===== config.mk =====
export PLATFORM = sky130hd
export DESIGN_NAME = mem_ctrl_flat
export DESIGN_NICKNAME = d
export VERILOG_FILES = /design/src/rtl/mem_ctrl_if.sv /design/src/rtl/mem_ctrl.sv /design/src/flat_wrapper.sv
export SDC_FILE = /design/constraint.sdc
export NUM_CORES = 1
export LEC_CHECK = 0
export ABC_AREA = 1
export BUFFER_PORTS_ARGS = -buffer_cell sky130_fd_sc_hd__buf_2
export CORE_UTILIZATION = 55
export CTS_BUF_LIST = sky130_fd_sc_hd__clkbuf_4 sky130_fd_sc_hd__clkbuf_8 sky130_fd_sc_hd__clkbuf_16
export DETAILED_ROUTE_END_ITERATION = 16
export PLACE_DENSITY = 0.9
export SETUP_SLACK_MARGIN = 0.15
export SLEW_MARGIN = 0
export SYNTH_ARGS = -nofsm -noshare
export SYNTH_HDL_FRONTEND = slang
export SYNTH_SLANG_ARGS = --single-unit

===== constraint.sdc =====
create_clock -name clk_in -period 3.3 [get_ports clk_in]
set_clock_uncertainty 0.15 [all_clocks]
set_input_delay 0.495 -clock clk_in [delete_from_list [all_inputs] [get_ports clk_in]]
set_output_delay 0.495 -clock clk_in [all_outputs]
set_load 0.02 [all_outputs]

===== src/rtl/mem_ctrl_if.sv =====
// -----------------------------------------------------------------------------
// mem_ctrl_if
// Bundles the requester handshakes (instruction refill, load/store) and the
// byte-wide RAM port of the main-memory controller.
//
//   slave  modport : the controller side (mem_ctrl)
//   master modport : the requesters plus the RAM (core / testbench side)
//
// Signals
//   if_valid/if_addr          instruction refill request, word-aligned address
//   if_done/if_data           one-cycle completion pulse and fetched word
//   ic_we/ic_data             icache fill strobe/data (mirror if_done/if_data)
//   ls_valid/ls_wr/ls_len     load/store request, 1 = store, 0/1/2(3) = B/H/W
//   ls_addr/ls_wdata          byte address and store data (low bytes used)
//   ls_done/ls_rdata          one-cycle completion pulse, zero-extended load data
//   mem_din                   RAM read byte, valid one cycle after its address
//   mem_dout/mem_a/mem_wr     RAM write byte, byte address, write strobe
// -----------------------------------------------------------------------------
interface mem_ctrl_if #(
    parameter int ADDR_W = 32
);
    logic              if_valid;
    logic [ADDR_W-1:0] if_addr;
    logic              if_done;
    logic [31:0]       if_data;
    logic              ic_we;
    logic [31:0]       ic_data;

    logic              ls_valid;
    logic              ls_wr;
    logic [1:0]        ls_len;
    logic [ADDR_W-1:0] ls_addr;
    logic [31:0]       ls_wdata;
    logic              ls_done;
    logic [31:0]       ls_rdata;

    logic [7:0]        mem_din;
    logic [7:0]        mem_dout;
    logic [ADDR_W-1:0] mem_a;
    logic              mem_wr;

    modport slave (
        input  if_valid, if_addr,
        input  ls_valid, ls_wr, ls_len, ls_addr, ls_wdata,
        input  mem_din,
        output if_done, if_data, ic_we, ic_data,
        output ls_done, ls_rdata,
        output mem_dout, mem_a, mem_wr
    );

    modport master (
        output if_valid, if_addr,
        output ls_valid, ls_wr, ls_len, ls_addr, ls_wdata,
        output mem_din,
        input  if_done, if_data, ic_we, ic_data,
        input  ls_done, ls_rdata,
        input  mem_dout, mem_a, mem_wr
    );
endinterface


===== src/rtl/mem_ctrl.sv =====
// -----------------------------------------------------------------------------
// mem_ctrl
// Byte-wide main-memory controller. Shares one 8-bit RAM port between
// instruction-cache refills (always 4 bytes) and load/store accesses of
// 1, 2 or 4 bytes, sequencing little-endian multi-byte transfers.
//
// Ports
//   clk_in    clock, all state changes on the rising edge
//   rst_n_in  asynchronous active-low reset; drops any in-flight transaction
//   rdy_in    global ready; low freezes every register (edge not counted)
//   flush_in  aborts an instruction fetch / blocks a fetch from starting
//   bus       mem_ctrl_if.slave (requester handshakes + RAM port)
//
// Build option
//   MEM_CTRL_RR_EN  defined   : round-robin arbitration on simultaneous requests
//                   undefined : fixed priority, load/store over instruction
//
// Timing (request accepted at edge E0, length n)
//   read : mem_a = addr+i in the cycle after E0+i, byte i captured at E0+i+2,
//          done in the cycle after E0+n+1
//   write: mem_a/mem_dout/mem_wr for byte i in the cycle after E0+i,
//          done in the cycle after E0+n
// The FSM re-enters IDLE on the edge that raises done, so the done cycle is
// already an idle cycle and the next request is taken on the edge ending it.
// -----------------------------------------------------------------------------
module mem_ctrl #(
    parameter int ADDR_W = 32
) (
    input  logic      clk_in,
    input  logic      rst_n_in,
    input  logic      rdy_in,
    input  logic      flush_in,
    mem_ctrl_if.slave bus
);

    typedef enum logic [1:0] {
        IDLE  = 2'd0,
        IF_RD = 2'd1,
        LS_RD = 2'd2,
        LS_WR = 2'd3
    } state_t;

    state_t            state_q, state_d;
    logic [2:0]        cnt_q, cnt_d;        // edges seen since acceptance
    logic [2:0]        n_q, n_d;            // transaction length in bytes
    logic [ADDR_W-1:0] addr_q, addr_d;
    logic [31:0]       wdata_q, wdata_d;
    logic [31:0]       asm_q, asm_d;        // read word being assembled

    logic              if_done_q, if_done_d;
    logic [31:0]       if_data_q, if_data_d;
    logic              ls_done_q, ls_done_d;
    logic [31:0]       ls_rdata_q, ls_rdata_d;
    logic [ADDR_W-1:0] mem_a_q, mem_a_d;
    logic [7:0]        mem_dout_q, mem_dout_d;
    logic              mem_wr_q, mem_wr_d;

    logic              ls_req, if_req;
    logic              grant_ls, grant_if;
    logic [2:0]        step;                // edge index of the upcoming edge
    logic [2:0]        byte_idx;            // read byte captured at that edge
    logic              last_byte;
    logic [31:0]       merged;

    function automatic logic [2:0] len_to_n(input logic [1:0] len);
        case (len)
            2'd0:    return 3'd1;
            2'd1:    return 3'd2;
            default: return 3'd4;           // 2 and 3 are both a word
        endcase
    endfunction

    // ------------------------------------------------------------------
    // Arbitration (only meaningful in IDLE)
    // ------------------------------------------------------------------
    assign ls_req = (state_q == IDLE) && bus.ls_valid;
    // A flush at the sampling edge keeps the fetch from starting.
    assign if_req = (state_q == IDLE) && bus.if_valid && !flush_in;

`ifdef MEM_CTRL_RR_EN
    logic last_q, last_d;                   // 1 = instruction won most recently

    // On a tie, grant whichever requester did not win last time.
    assign grant_ls = ls_req && (!if_req || last_q);

    always_comb begin
        last_d = last_q;
        if (grant_ls) begin
            last_d = 1'b0;
        end else if (grant_if) begin
            last_d = 1'b1;
        end
    end

    always_ff @(posedge clk_in or negedge rst_n_in) begin
        if (!rst_n_in) begin
            last_q <= 1'b1;                 // so load/store wins the first tie
        end else if (rdy_in) begin
            last_q <= last_d;
        end
    end
`else
    assign grant_ls = ls_req;
`endif

    assign grant_if = if_req && !grant_ls;

    // ------------------------------------------------------------------
    // Byte bookkeeping
    // ------------------------------------------------------------------
    assign step      = cnt_q + 3'd1;
    // Read data lags its address by two edges, so the byte captured at the
    // upcoming edge is the one addressed one edge after acceptance earlier.
    assign byte_idx  = cnt_q - 3'd1;
    assign last_byte = (cnt_q != 3'd0) && (byte_idx == (n_q - 3'd1));

    always_comb begin
        merged = asm_q;
        merged[{byte_idx[1:0], 3'b000} +: 8] = bus.mem_din;
    end

    // ------------------------------------------------------------------
    // Next-state / output logic
    // ------------------------------------------------------------------
    always_comb begin
        state_d    = state_q;
        cnt_d      = cnt_q;
        n_d        = n_q;
        addr_d     = addr_q;
        wdata_d    = wdata_q;
        asm_d      = asm_q;
        if_done_d  = 1'b0;
        if_data_d  = if_data_q;
        ls_done_d  = 1'b0;
        ls_rdata_d = ls_rdata_q;
        // Bus idles at zero whenever no byte is being driven.
        mem_a_d    = '0;
        mem_dout_d = 8'h00;
        mem_wr_d   = 1'b0;

        unique case (state_q)
            IDLE: begin
                if (grant_ls) begin
                    state_d = bus.ls_wr ? LS_WR : LS_RD;
                    cnt_d   = 3'd0;
                    n_d     = len_to_n(bus.ls_len);
                    addr_d  = bus.ls_addr;
                    wdata_d = bus.ls_wdata;
                    asm_d   = 32'h0;
                    mem_a_d = bus.ls_addr;
                    if (bus.ls_wr) begin
                        mem_dout_d = bus.ls_wdata[7:0];
                        mem_wr_d   = 1'b1;
                    end
                end else if (grant_if) begin
                    state_d = IF_RD;
                    cnt_d   = 3'd0;
                    n_d     = 3'd4;
                    addr_d  = bus.if_addr;
                    asm_d   = 32'h0;
                    mem_a_d = bus.if_addr;
                end
            end

            IF_RD, LS_RD: begin
                cnt_d = step;
                if (step < n_q) begin
                    mem_a_d = addr_q + ADDR_W'(step);
                end
                if (cnt_q != 3'd0) begin
                    asm_d = merged;
                end
                if (last_byte) begin
                    state_d = IDLE;
                    cnt_d   = 3'd0;
                    if (state_q == IF_RD) begin
                        if_done_d = 1'b1;
                        if_data_d = merged;
                    end else begin
                        ls_done_d  = 1'b1;
                        ls_rdata_d = merged;
                    end
                end
                // Flush abandons a fetch outright, even on its final edge.
                if ((state_q == IF_RD) && flush_in) begin
                    state_d   = IDLE;
                    cnt_d     = 3'd0;
                    asm_d     = asm_q;
                    if_done_d = 1'b0;
                    if_data_d = if_data_q;
                    mem_a_d   = '0;
                end
            end

            LS_WR: begin
                if (step < n_q) begin
                    cnt_d      = step;
                    mem_a_d    = addr_q + ADDR_W'(step);
                    mem_dout_d = wdata_q[{step[1:0], 3'b000} +: 8];
                    mem_wr_d   = 1'b1;
                end else begin
                    state_d   = IDLE;
                    cnt_d     = 3'd0;
                    ls_done_d = 1'b1;
                end
            end

            default: begin
                state_d = IDLE;
                cnt_d   = 3'd0;
            end
        endcase
    end

    // ------------------------------------------------------------------
    // State registers; rdy_in low holds everything as-is
    // ------------------------------------------------------------------
    always_ff @(posedge clk_in or negedge rst_n_in) begin
        if (!rst_n_in) begin
            state_q    <= IDLE;
            cnt_q      <= 3'd0;
            n_q        <= 3'd0;
            addr_q     <= '0;
            wdata_q    <= 32'h0;
            asm_q      <= 32'h0;
            if_done_q  <= 1'b0;
            if_data_q  <= 32'h0;
            ls_done_q  <= 1'b0;
            ls_rdata_q <= 32'h0;
            mem_a_q    <= '0;
            mem_dout_q <= 8'h00;
            mem_wr_q   <= 1'b0;
        end else if (rdy_in) begin
            state_q    <= state_d;
            cnt_q      <= cnt_d;
            n_q        <= n_d;
            addr_q     <= addr_d;
            wdata_q    <= wdata_d;
            asm_q      <= asm_d;
            if_done_q  <= if_done_d;
            if_data_q  <= if_data_d;
            ls_done_q  <= ls_done_d;
            ls_rdata_q <= ls_rdata_d;
            mem_a_q    <= mem_a_d;
            mem_dout_q <= mem_dout_d;
            mem_wr_q   <= mem_wr_d;
        end
    end

    assign bus.if_done  = if_done_q;
    assign bus.if_data  = if_data_q;
    assign bus.ic_we    = if_done_q;
    assign bus.ic_data  = if_data_q;
    assign bus.ls_done  = ls_done_q;
    assign bus.ls_rdata = ls_rdata_q;
    assign bus.mem_a    = mem_a_q;
    assign bus.mem_dout = mem_dout_q;
    assign bus.mem_wr   = mem_wr_q;

endmodule

===== src/flat_wrapper.sv =====
// flat-port wrapper written by rule: the top's interface ports become plain ports
module mem_ctrl_flat 
#(
    parameter int ADDR_W = 32
)
  (clk_in, rst_n_in, rdy_in, flush_in, bus_if_valid, bus_if_addr, bus_ls_valid, bus_ls_wr, bus_ls_len, bus_ls_addr, bus_ls_wdata, bus_mem_din, bus_if_done, bus_if_data, bus_ic_we, bus_ic_data, bus_ls_done, bus_ls_rdata, bus_mem_dout, bus_mem_a, bus_mem_wr);
  mem_ctrl_if #(.ADDR_W(ADDR_W)) bus_i ();
  input  logic clk_in;
  input  logic rst_n_in;
  input  logic rdy_in;
  input  logic flush_in;
  input wire logic [$bits(bus_i.if_valid)-1:0] bus_if_valid;
  input wire logic [$bits(bus_i.if_addr)-1:0] bus_if_addr;
  input wire logic [$bits(bus_i.ls_valid)-1:0] bus_ls_valid;
  input wire logic [$bits(bus_i.ls_wr)-1:0] bus_ls_wr;
  input wire logic [$bits(bus_i.ls_len)-1:0] bus_ls_len;
  input wire logic [$bits(bus_i.ls_addr)-1:0] bus_ls_addr;
  input wire logic [$bits(bus_i.ls_wdata)-1:0] bus_ls_wdata;
  input wire logic [$bits(bus_i.mem_din)-1:0] bus_mem_din;
  output wire logic [$bits(bus_i.if_done)-1:0] bus_if_done;
  output wire logic [$bits(bus_i.if_data)-1:0] bus_if_data;
  output wire logic [$bits(bus_i.ic_we)-1:0] bus_ic_we;
  output wire logic [$bits(bus_i.ic_data)-1:0] bus_ic_data;
  output wire logic [$bits(bus_i.ls_done)-1:0] bus_ls_done;
  output wire logic [$bits(bus_i.ls_rdata)-1:0] bus_ls_rdata;
  output wire logic [$bits(bus_i.mem_dout)-1:0] bus_mem_dout;
  output wire logic [$bits(bus_i.mem_a)-1:0] bus_mem_a;
  output wire logic [$bits(bus_i.mem_wr)-1:0] bus_mem_wr;
  assign bus_i.if_valid = bus_if_valid;
  assign bus_i.if_addr = bus_if_addr;
  assign bus_i.ls_valid = bus_ls_valid;
  assign bus_i.ls_wr = bus_ls_wr;
  assign bus_i.ls_len = bus_ls_len;
  assign bus_i.ls_addr = bus_ls_addr;
  assign bus_i.ls_wdata = bus_ls_wdata;
  assign bus_i.mem_din = bus_mem_din;
  assign bus_if_done = bus_i.if_done;
  assign bus_if_data = bus_i.if_data;
  assign bus_ic_we = bus_i.ic_we;
  assign bus_ic_data = bus_i.ic_data;
  assign bus_ls_done = bus_i.ls_done;
  assign bus_ls_rdata = bus_i.ls_rdata;
  assign bus_mem_dout = bus_i.mem_dout;
  assign bus_mem_a = bus_i.mem_a;
  assign bus_mem_wr = bus_i.mem_wr;
  mem_ctrl #(.ADDR_W(ADDR_W)) u_core (.clk_in(clk_in), .rst_n_in(rst_n_in), .rdy_in(rdy_in), .flush_in(flush_in), .bus(bus_i));
endmodule

==> impl_metrics.tcl, run 1 <==
set metrics [dict create \
    max_freq_mhz 340 \
    num-fill-cells 1643 \
    vias_per_cell 5.56 \
    drt-total-wl_um 30600 \
    die_area_um2 20500 \
    crit_type "flop to flop" \
    tightest_slew_ns 0.635 \
    synthArstFlopShare 1.00 \
    leakagePower_nw 6.59 \
    mostFrequentLayoutCells "nand2_1 (336), buf_2 (251), dfrtp_1 (211)" \
    min_path_type "input port to flop" \
    hold_viol 0 \
    cts-root-buf "clkbuf_16" \
    vias 10500 \
    nets 1745 \
    setup_viol 0 \
    clk-insertion-delay-late_ns 0.51 \
    die_h_um 143 \
    htreeDepth 1 \
    layout_commonest_cell "nand2_1" \
    grt_pass1_vias 9916 \
    numCtsBuffers 23 \
    ir_drop_v 0.000544 \
    synth_ff_type "dfrtp_1" \
    dp_slack_ns 0.337 \
    fin_crit_sh 0.891 \
    cap_violations 0 \
    stdcell_area_um2 13000 \
    startpoint_type "flop" \
    grtUsageMet3 0.0533 \
    initial_core_util 0.562 \
    yosysTopAreaCell "dfrtp_1" \
    p_total_mw 12.0 \
    gr-total-overflow 0 \
    drc 0 \
    ys_seq_area_frac 0.481 \
    gp_congestion 0.943 \
    power_density_nw_per_um2 924 \
    ys_warn_count 0 \
    cts.sinks 211 \
    row_count 51 \
    r2r_cells 11 \
    whs_path_depth 3 \
    die_x_um 143 \
    netlist_instances 1412 \
    n_antenna_cell 0 \
    drv_slew 0 \
    synth-edff-count 0 \
    cp.arrival_ns 3.23 \
    synth_cell_types 43 \
    synthesis.area_um2 11000 \
    port_buffers 252 \
    antenna_found_initial 0 \
    grt_util_met1 0.395 \
    routedWlPerCell_um 16.2 \
    drive_gt1_frac 0.205 \
    dp_hpwl_um 21700 \
    met2_usage 0.503 \
    fin_tns_setup_ns 0 \
    clock_path_buffers 3 \
    grt_pass1_wl_um 48400 \
    netlist.area_leader.share 0.481 \
    critical_path_required_ns 3.59 \
    area_growth_pct 18.7 \
    slew_headroom 0.577 \
    grt_max_degree 72 \
    detail-route-antenna-nets 0 \
    rsz0062_at_grt "no" \
    grt_util_all_layers 0.299 \
    fin_crit_ns 2.94 \
    io_pins 253 \
    syn-num-nets 1545 \
    cts_tree "yes" \
    status "finished, final reports clean" \
    cp-end-kind "flop" \
    grt-busiest-layer "met2" \
    synth-seq-cells 211 \
    path_clk_slew_ns 0.06 \
    timing.final.ws_setup_ns 0.361 \
    drtIter0Drc 873 \
    synth.avg_cell_area_um2 7.78 \
    dr.pass1.iters 5 \
    core_um2 19500 \
    fin_hold_ws_ns 0.0430 \
    cp_max_fo 10 \
    post_dp_cell_area_um2 12200 \
    yosys-top-cells-area "dfrtp_1 (48%), nand2_1 (12%), o21ai_0 (8.3%)" \
]
## Yosys cell counts, types with 7 or more instances
cell	number
a21oi_1	48
a22oi_1	12
a31oi_1	22
a41oi_1	8
buf_2	14
buf_4	34
clkbuf_1	45
dfrtp_1	211
ha_1	19
inv_1	160
nand2_1	337
nand3_1	69
nand4_1	15
nor2_1	132
nor2_2	7
o211ai_1	7
o21ai_0	183
o21ai_1	19
o221ai_1	7
o22ai_1	17
## sequential cells by signal, summed over array words and instances, names as in the netlist
register	cells
u_core.bus.ic_data	32
u_core.bus.mem_wr	1
u_core.bus.ls_done	1
u_core.bus.ic_we	1
u_core.cnt_q	3
u_core.bus.mem_a	32
u_core.addr_q	32
u_core.state_q	2
u_core.asm_q	32
u_core.n_q	3
u_core.bus.ls_rdata	32
u_core.bus.mem_dout	8
u_core.wdata_q	32
## where the power goes
group	internal, mW	switching, mW
sequential	3.49	0.658
combinational	1.63	3.61
clock	1.62	1.03
total	6.75	5.30
## metrics by stage
stage / utilization / cells
2_1_floorplan: - / 1412
3_3_place_gp: 0.627 / 1851
3_5_place_dp: 0.627 / 1851
4_1_cts: 0.667 / 1892
5_1_grt: 0.668 / 1892
6_report: 0.668 / 1892
## path summary, 6_finish.rpt
path                                      endpoint  slack [ns]          startpoint
max                           u_core.bus.mem_a[22]        0.36     u_core.cnt_q[0]
min                              u_core.wdata_q[8]        0.04     bus_ls_wdata[8]
max reg2reg                   u_core.bus.mem_a[22]        0.36     u_core.cnt_q[0]
min reg2reg                     u_core.wdata_q[31]        0.33  u_core.wdata_q[31]
max in group asynchronous  u_core.bus.ls_rdata[18]        1.80            rst_n_in
min in group asynchronous   u_core.bus.ls_rdata[7]        0.41            rst_n_in
## timing repair
action,in CTS,in global routing
hold endpoints to repair,68,0
gates resized for setup,0,1
buffers inserted,0,0
hold buffers,1,0
setup endpoints to repair,0,9
## routing by layer
layer  share of wire  vias up
met3           0.085       68
met2            0.47      508
met4           0.028        0
met5               0        -
li1                -     4978
met1            0.41     4970
## logic make-up after synthesis
logic type / count (synthesis) / share of synthesized area
buffers and inverters: 265 / 0.106
and+or+nand+nor: 575 / 0.214
DFF: 211 / 0.481
xor gates and xnor gates: 7 / 0.00558
adders and majority gates: 20 / 0.0235
AOI/OAI and AO/OA: 334 / 0.170
## critical path, stage by stage (launching register included)
cell and delay (ns):
dfrtp_1 0.54, clkinv_1 0.17, ha_2 0.52, fa_1 0.30, nand3_1 0.09, nand2_1 0.23
nand3_1 0.22, nor2_1 0.30, nand2_1 0.08, nand2_1 0.07, nand3_1 0.07, a21oi_1 0.13
## final cells by class
type,instances,area (um2),share of cell area
clock buffer,31,654,0.0502
clock inverter,9,126,0.00970
inverter,167,627,0.0481
multi-input combinational,936,4550,0.349
sequential,211,5280,0.405
tap,265,332,0.0254
timing repair buffer,273,1470,0.113
Note: power is estimated with default switching activity, not from simulation.
==> run 2: changes to the inputs <==
Settings changed: CORE_ASPECT_RATIO from default to 0.5.
==> run 2 against run 1 <==
Effect of this change:
- die area increased by 0.16%
- register-to-register slack improved by 0.07 ns
- flip-flop and latch count unchanged
- maximum frequency increased by 2.4%
- global-route usage decreased by 2.0 points
- setup slack improved by 0.069 ns
- combinational power decreased by 1%
- first-iteration DRC count increased by 18%
- core utilization decreased by 0.59 points
==> impl_metrics.tcl, run 2 (same netlist as run 1, synthesis figures left out) <==
set metrics [dict create \
    status "finished, final reports clean" \
    r2r_cells 10 \
    cts-root-buf "clkbuf_16" \
    hold_path.startpoint "bus_ls_wdata[17]" \
    area_growth_pct 17.5 \
    power_density_nw_per_um2 904 \
    io_pins 253 \
    cts.sinks 211 \
    clock_path_buffers 3 \
    nets 1742 \
    cpPeakStageDelay_ns 0.88 \
    grt_max_degree 75 \
    die_x_um 202 \
    cp-end-kind "flop" \
    mostFrequentLayoutCells "nand2_1 (336), buf_2 (251), dfrtp_1 (211)" \
    routedWlPerCell_um 15.3 \
    grt_pass1_wl_um 46400 \
    holdPathEnd "u_core.wdata_q[17]" \
    detail-route-antenna-nets 0 \
    r2r_start "u_core.state_q[0]" \
    seq_area_um2 5280 \
    setup_viol 0 \
    drv_slew 0 \
    slowest_stage "nor2_4" \
    crit_type "flop to flop" \
    tightest_slew_ns 1.14 \
    initial_core_util 0.563 \
    die_area_um2 20600 \
    core_um2 19500 \
    cap_violations 0 \
    layout_commonest_cell "nand2_1" \
    stdcell_area_um2 12900 \
    dr.pass1.iters 6 \
    drt-total-wl_um 28900 \
    min_path_type "input port to flop" \
    startpoint_type "flop" \
    cp_max_fo 57 \
    row_count 36 \
    grt_util_all_layers 0.279 \
    rrSetupSlack_ns 0.43 \
    vias 10200 \
    drc 0 \
    p_total_mw 11.7 \
    htreeDepth 1 \
    path_clk_slew_ns 0.07 \
    rsz0062_at_grt "no" \
    port_buffers 252 \
    gp_congestion 0.974 \
    slew_headroom 0.238 \
    leakagePower_nw 6.53 \
    max_freq_mhz 348 \
    dp_hpwl_um 20800 \
    cp.arrival_ns 3.14 \
    r2r-end "u_core.asm_q[4]" \
    die_h_um 102 \
    clk-insertion-delay-late_ns 0.50 \
    n_antenna_cell 0 \
    numCtsBuffers 20 \
    whs_path_depth 3 \
    hold_viol 0 \
    antenna_found_initial 0 \
    cts_tree "yes" \
    ir_drop_v 0.000373 \
    grt_pass1_vias 9246 \
    drtIter0Drc 1027 \
    critical_path_required_ns 3.57 \
    drive_gt1_frac 0.202 \
    fin_util 0.662 \
    gr-total-overflow 0 \
    vias_per_cell 5.39 \
    fin_crit_ns 2.87 \
    fin_tns_setup_ns 0 \
    fin_crit_sh 0.870 \
    cp_cell_sequence "inv_1 > ha_1 > inv_2 > nor2_1 > nand2_1 > a21oi_4 > nor2_2 > nor2_4 > nand3_1 > o21ai_1" \
    multiInputGateArea_um2 4550 \
    post_dp_cell_area_um2 12200 \
    num-fill-cells 1688 \
]
-- run 2: changes by cell type in the layout (fill, tap and decap cells not counted), sizes merged --
| cell | before | now |
|---|---|---|
| clkbuf | 32 | 31 |
| inv | 165 | 164 |
| clkinvlp | 1 | 0 |
| bufinv | 3 | 1 |
-- run 2: routing by layer --
metal / wire, um / vias up / part of all wire / global-route usage
met5: 0 / - / 0 / 0
met4: 576 / 0 / 0.020 / 0.0798
met3: 1990 / 50 / 0.069 / 0.0335
met2: 13200 / 412 / 0.46 / 0.449
met1: 13100 / 4752 / 0.45 / 0.403
li1: - / 4956 / - / -
-- run 2: report_power, final --
group,internal [mW],switching (mW),total (mW)
registers,3.49,0.641,4.13
clock network,1.36,0.992,2.35
logic,1.63,3.55,5.18
-- run 2: worst max path at each step --
stage | startpoint | to | cells past startpoint
after floorplan | u_core.cnt_q[0] | u_core.bus.mem_a[18] | 12
after CTS | u_core.cnt_q[0] | u_core.bus.mem_a[20] | 11
after global routing | u_core.cnt_q[0] | u_core.bus.mem_a[20] | 11
final | u_core.state_q[0] | u_core.asm_q[4] | 10
after detailed placement | u_core.cnt_q[0] | u_core.bus.mem_a[29] | 10
after global placement | u_core.cnt_q[0] | u_core.bus.mem_a[31] | 10
-- run 2: final cells by class --
class,count,share of cell area
Sequential cell,211,0.409
Clock buffer,30,0.0474
Multi-Input combinational cell,936,0.352
Timing Repair Buffer,273,0.113
Inverter,167,0.0486
Tap cell,266,0.0258
Clock inverter,5,0.00388
-- run 2: critical path, delay by kind of cell, from the launching register on --
family | cells | cell delay (ns)
and+or+nand+nor | 5 | 1.39
adders and majority gates | 1 | 0.32
buffers and inverters | 2 | 0.18
DFF | 1 | 0.43
AOI/OAI and AO/OA | 2 | 0.30
-- run 2: what timing repair did --
action | CTS | global route
endpoints found under the setup margin | 0 | 6
gates resized for setup | 0 | 1
hold buffers | 1 | 0
buffers inserted | 0 | 0
hold endpoints to repair | 68 | 0
-- run 2: per-stage QoR --
step	setup slack (ns)	hold slack [ns]	instances
floorplan	0.616	0.0494	1412
global placement	0.493	0.311	1852
detailed placement	0.378	0.320	1852
CTS	0.361	0.0426	1888
global route	0.180	0.0460	1888
finish	0.430	0.0543	1888
==> run 3: changes to the inputs <==
Settings changed: PLACE_DENSITY 0.9 to 0.81.
==> run 3 against run 2 <==
Effect of this change:
- die area unchanged
- setup slack improved by 0.060 ns
- critical path depth increased by 1
- register-to-register slack improved by 0.06 ns
- first-iteration DRC count decreased by 18%
- non-clock buffer count increased by 4
- clock-buffer cell count decreased by 1
- highest routed layer unchanged
==> impl_metrics.tcl, run 3 (same netlist as run 1, synthesis figures left out) <==
set metrics [dict create \
    dp_hpwl_um 22100 \
    grt_max_degree 93 \
    core_um2 19500 \
    r2r-end "u_core.bus.mem_a[24]" \
    rsz0062_at_grt "no" \
    top_layer "met4" \
    cts_tree "yes" \
    gp_congestion 0.905 \
    tightest_slew_ns 1.13 \
    drt-met1-wl_um 13900 \
    vias 10400 \
    r2r_cells 11 \
    cts.sinks 211 \
    drv_slew 0 \
    vias_per_cell 5.51 \
    fin_util 0.663 \
    cp_max_fo 10 \
    grt_pass1_wl_um 48500 \
    grt_util_all_layers 0.293 \
    hold_viol 0 \
    gr-total-overflow 0 \
    cp.arrival_ns 3.09 \
    drtIter0Drc 845 \
    min_path_type "input port to flop" \
    mostFrequentLayoutCells "nand2_1 (336), buf_2 (251), dfrtp_1 (211)" \
    rrSetupSlack_ns 0.49 \
    die_x_um 202 \
    initial_core_util 0.563 \
    max_freq_mhz 356 \
    drive_gt1_frac 0.205 \
    met2_length_um 13800 \
    crit_type "flop to flop" \
    die_h_um 102 \
    leakagePower_nw 6.55 \
    hold_path.startpoint "bus_ls_wdata[27]" \
    grt_pass1_vias 9653 \
    io_pins 253 \
    whs_path_depth 3 \
    cts-root-buf "clkbuf_16" \
    dr.pass1.iters 7 \
    drt-total-wl_um 30200 \
    startpoint_type "flop" \
    nets 1746 \
    cp-end-kind "flop" \
    routedWlPerCell_um 15.9 \
    post_cts_buffers 0 \
    fin_hold_ws_ns 0.0492 \
    drc 0 \
    htreeDepth 1 \
    die_area_um2 20600 \
    layout_commonest_cell "nand2_1" \
    detail-route-antenna-nets 0 \
    ir_drop_v 0.000423 \
    numCtsBuffers 20 \
    r2r_start "u_core.cnt_q[1]" \
    area_growth_pct 17.8 \
    wl_met3_um 2030 \
    setup_viol 0 \
    fin_crit_ns 2.81 \
    power_density_nw_per_um2 905 \
    fin_tns_setup_ns 0 \
    port_buffers 252 \
    path_clk_slew_ns 0.07 \
    clk-insertion-delay-late_ns 0.50 \
    antenna_found_initial 2 \
    slew_headroom 0.246 \
    clock_path_buffers 3 \
    num-fill-cells 1641 \
    holdPathEnd "u_core.wdata_q[27]" \
    row_count 36 \
    cap_violations 0 \
    critical_path_required_ns 3.58 \
    status "finished, final reports clean" \
    fin_crit_sh 0.852 \
]
[run 3: metrics by stage]
step	std cells	total power, mW	setup slack (ns)	cell area, um2
2_1_floorplan	1412	7.77	0.616	11000
3_3_place_gp	1856	9.17	0.520	12200
3_5_place_dp	1856	9.32	0.353	12200
4_1_cts	1893	11.7	0.325	12900
5_1_grt	1895	12.5	0.218	12900
6_report	1895	11.7	0.490	12900
[run 3: report_power, final]
part | internal, mW | switching [mW] | leakage (nW) | total [mW]
Sequential | 3.49 | 0.633 | 2.75 | 4.12
Combinational | 1.64 | 3.62 | 3.46 | 5.26
Clock | 1.33 | 1.00 | 0.337 | 2.33
[run 3: worst max path at each step]
stage / from / endpoint / slack (ns) / cells after the start
after floorplan: u_core.cnt_q[0] / u_core.bus.mem_a[18] / 0.62 / 12
after global placement: u_core.cnt_q[0] / u_core.bus.mem_a[29] / 0.52 / 10
after detailed placement: u_core.cnt_q[0] / u_core.bus.mem_a[21] / 0.35 / 10
after CTS: u_core.cnt_q[0] / u_core.bus.mem_a[21] / 0.33 / 10
after global routing: u_core.state_q[0] / u_core.asm_q[19] / 0.22 / 8
final: u_core.cnt_q[1] / u_core.bus.mem_a[24] / 0.49 / 11
[run 3: final cells by class]
| type | instances | area (um2) | area share |
|---|---|---|---|
| Multi-Input combinational cell | 936 | 4550 | 0.352 |
| Antenna cell | 2 | 5.00 | 0.000387 |
| Timing Repair Buffer | 277 | 1470 | 0.114 |
| Tap cell | 266 | 333 | 0.0257 |
| Clock inverter | 7 | 78.8 | 0.00610 |
| Clock buffer | 29 | 587 | 0.0454 |
| Inverter | 167 | 627 | 0.0485 |
| Sequential cell | 211 | 5280 | 0.408 |
[run 3: critical path: stages (launching register included)]
cell,delay [ns]
dfrtp_1,0.42
inv_1,0.12
ha_2,0.51
fa_1,0.29
nand3_1,0.09
nand2_1,0.24
nand3_1,0.25
nor2_2,0.29
nand2_1,0.08
nand2_1,0.07
nand3_1,0.08
a21oi_1,0.13
[run 3: routing by layer]
metal  up-vias  global-route usage
met5         -                   0
met4         0              0.0600
met3        29              0.0367
met2       390               0.474
met1      5040               0.427
li1       4979                   -
[run 3: repair_timing]
action                     4_1_cts  5_1_grt
setup endpoints to repair        0       13
gates resized for setup          0        2
hold endpoints to repair        86        0
hold buffers                     1        0
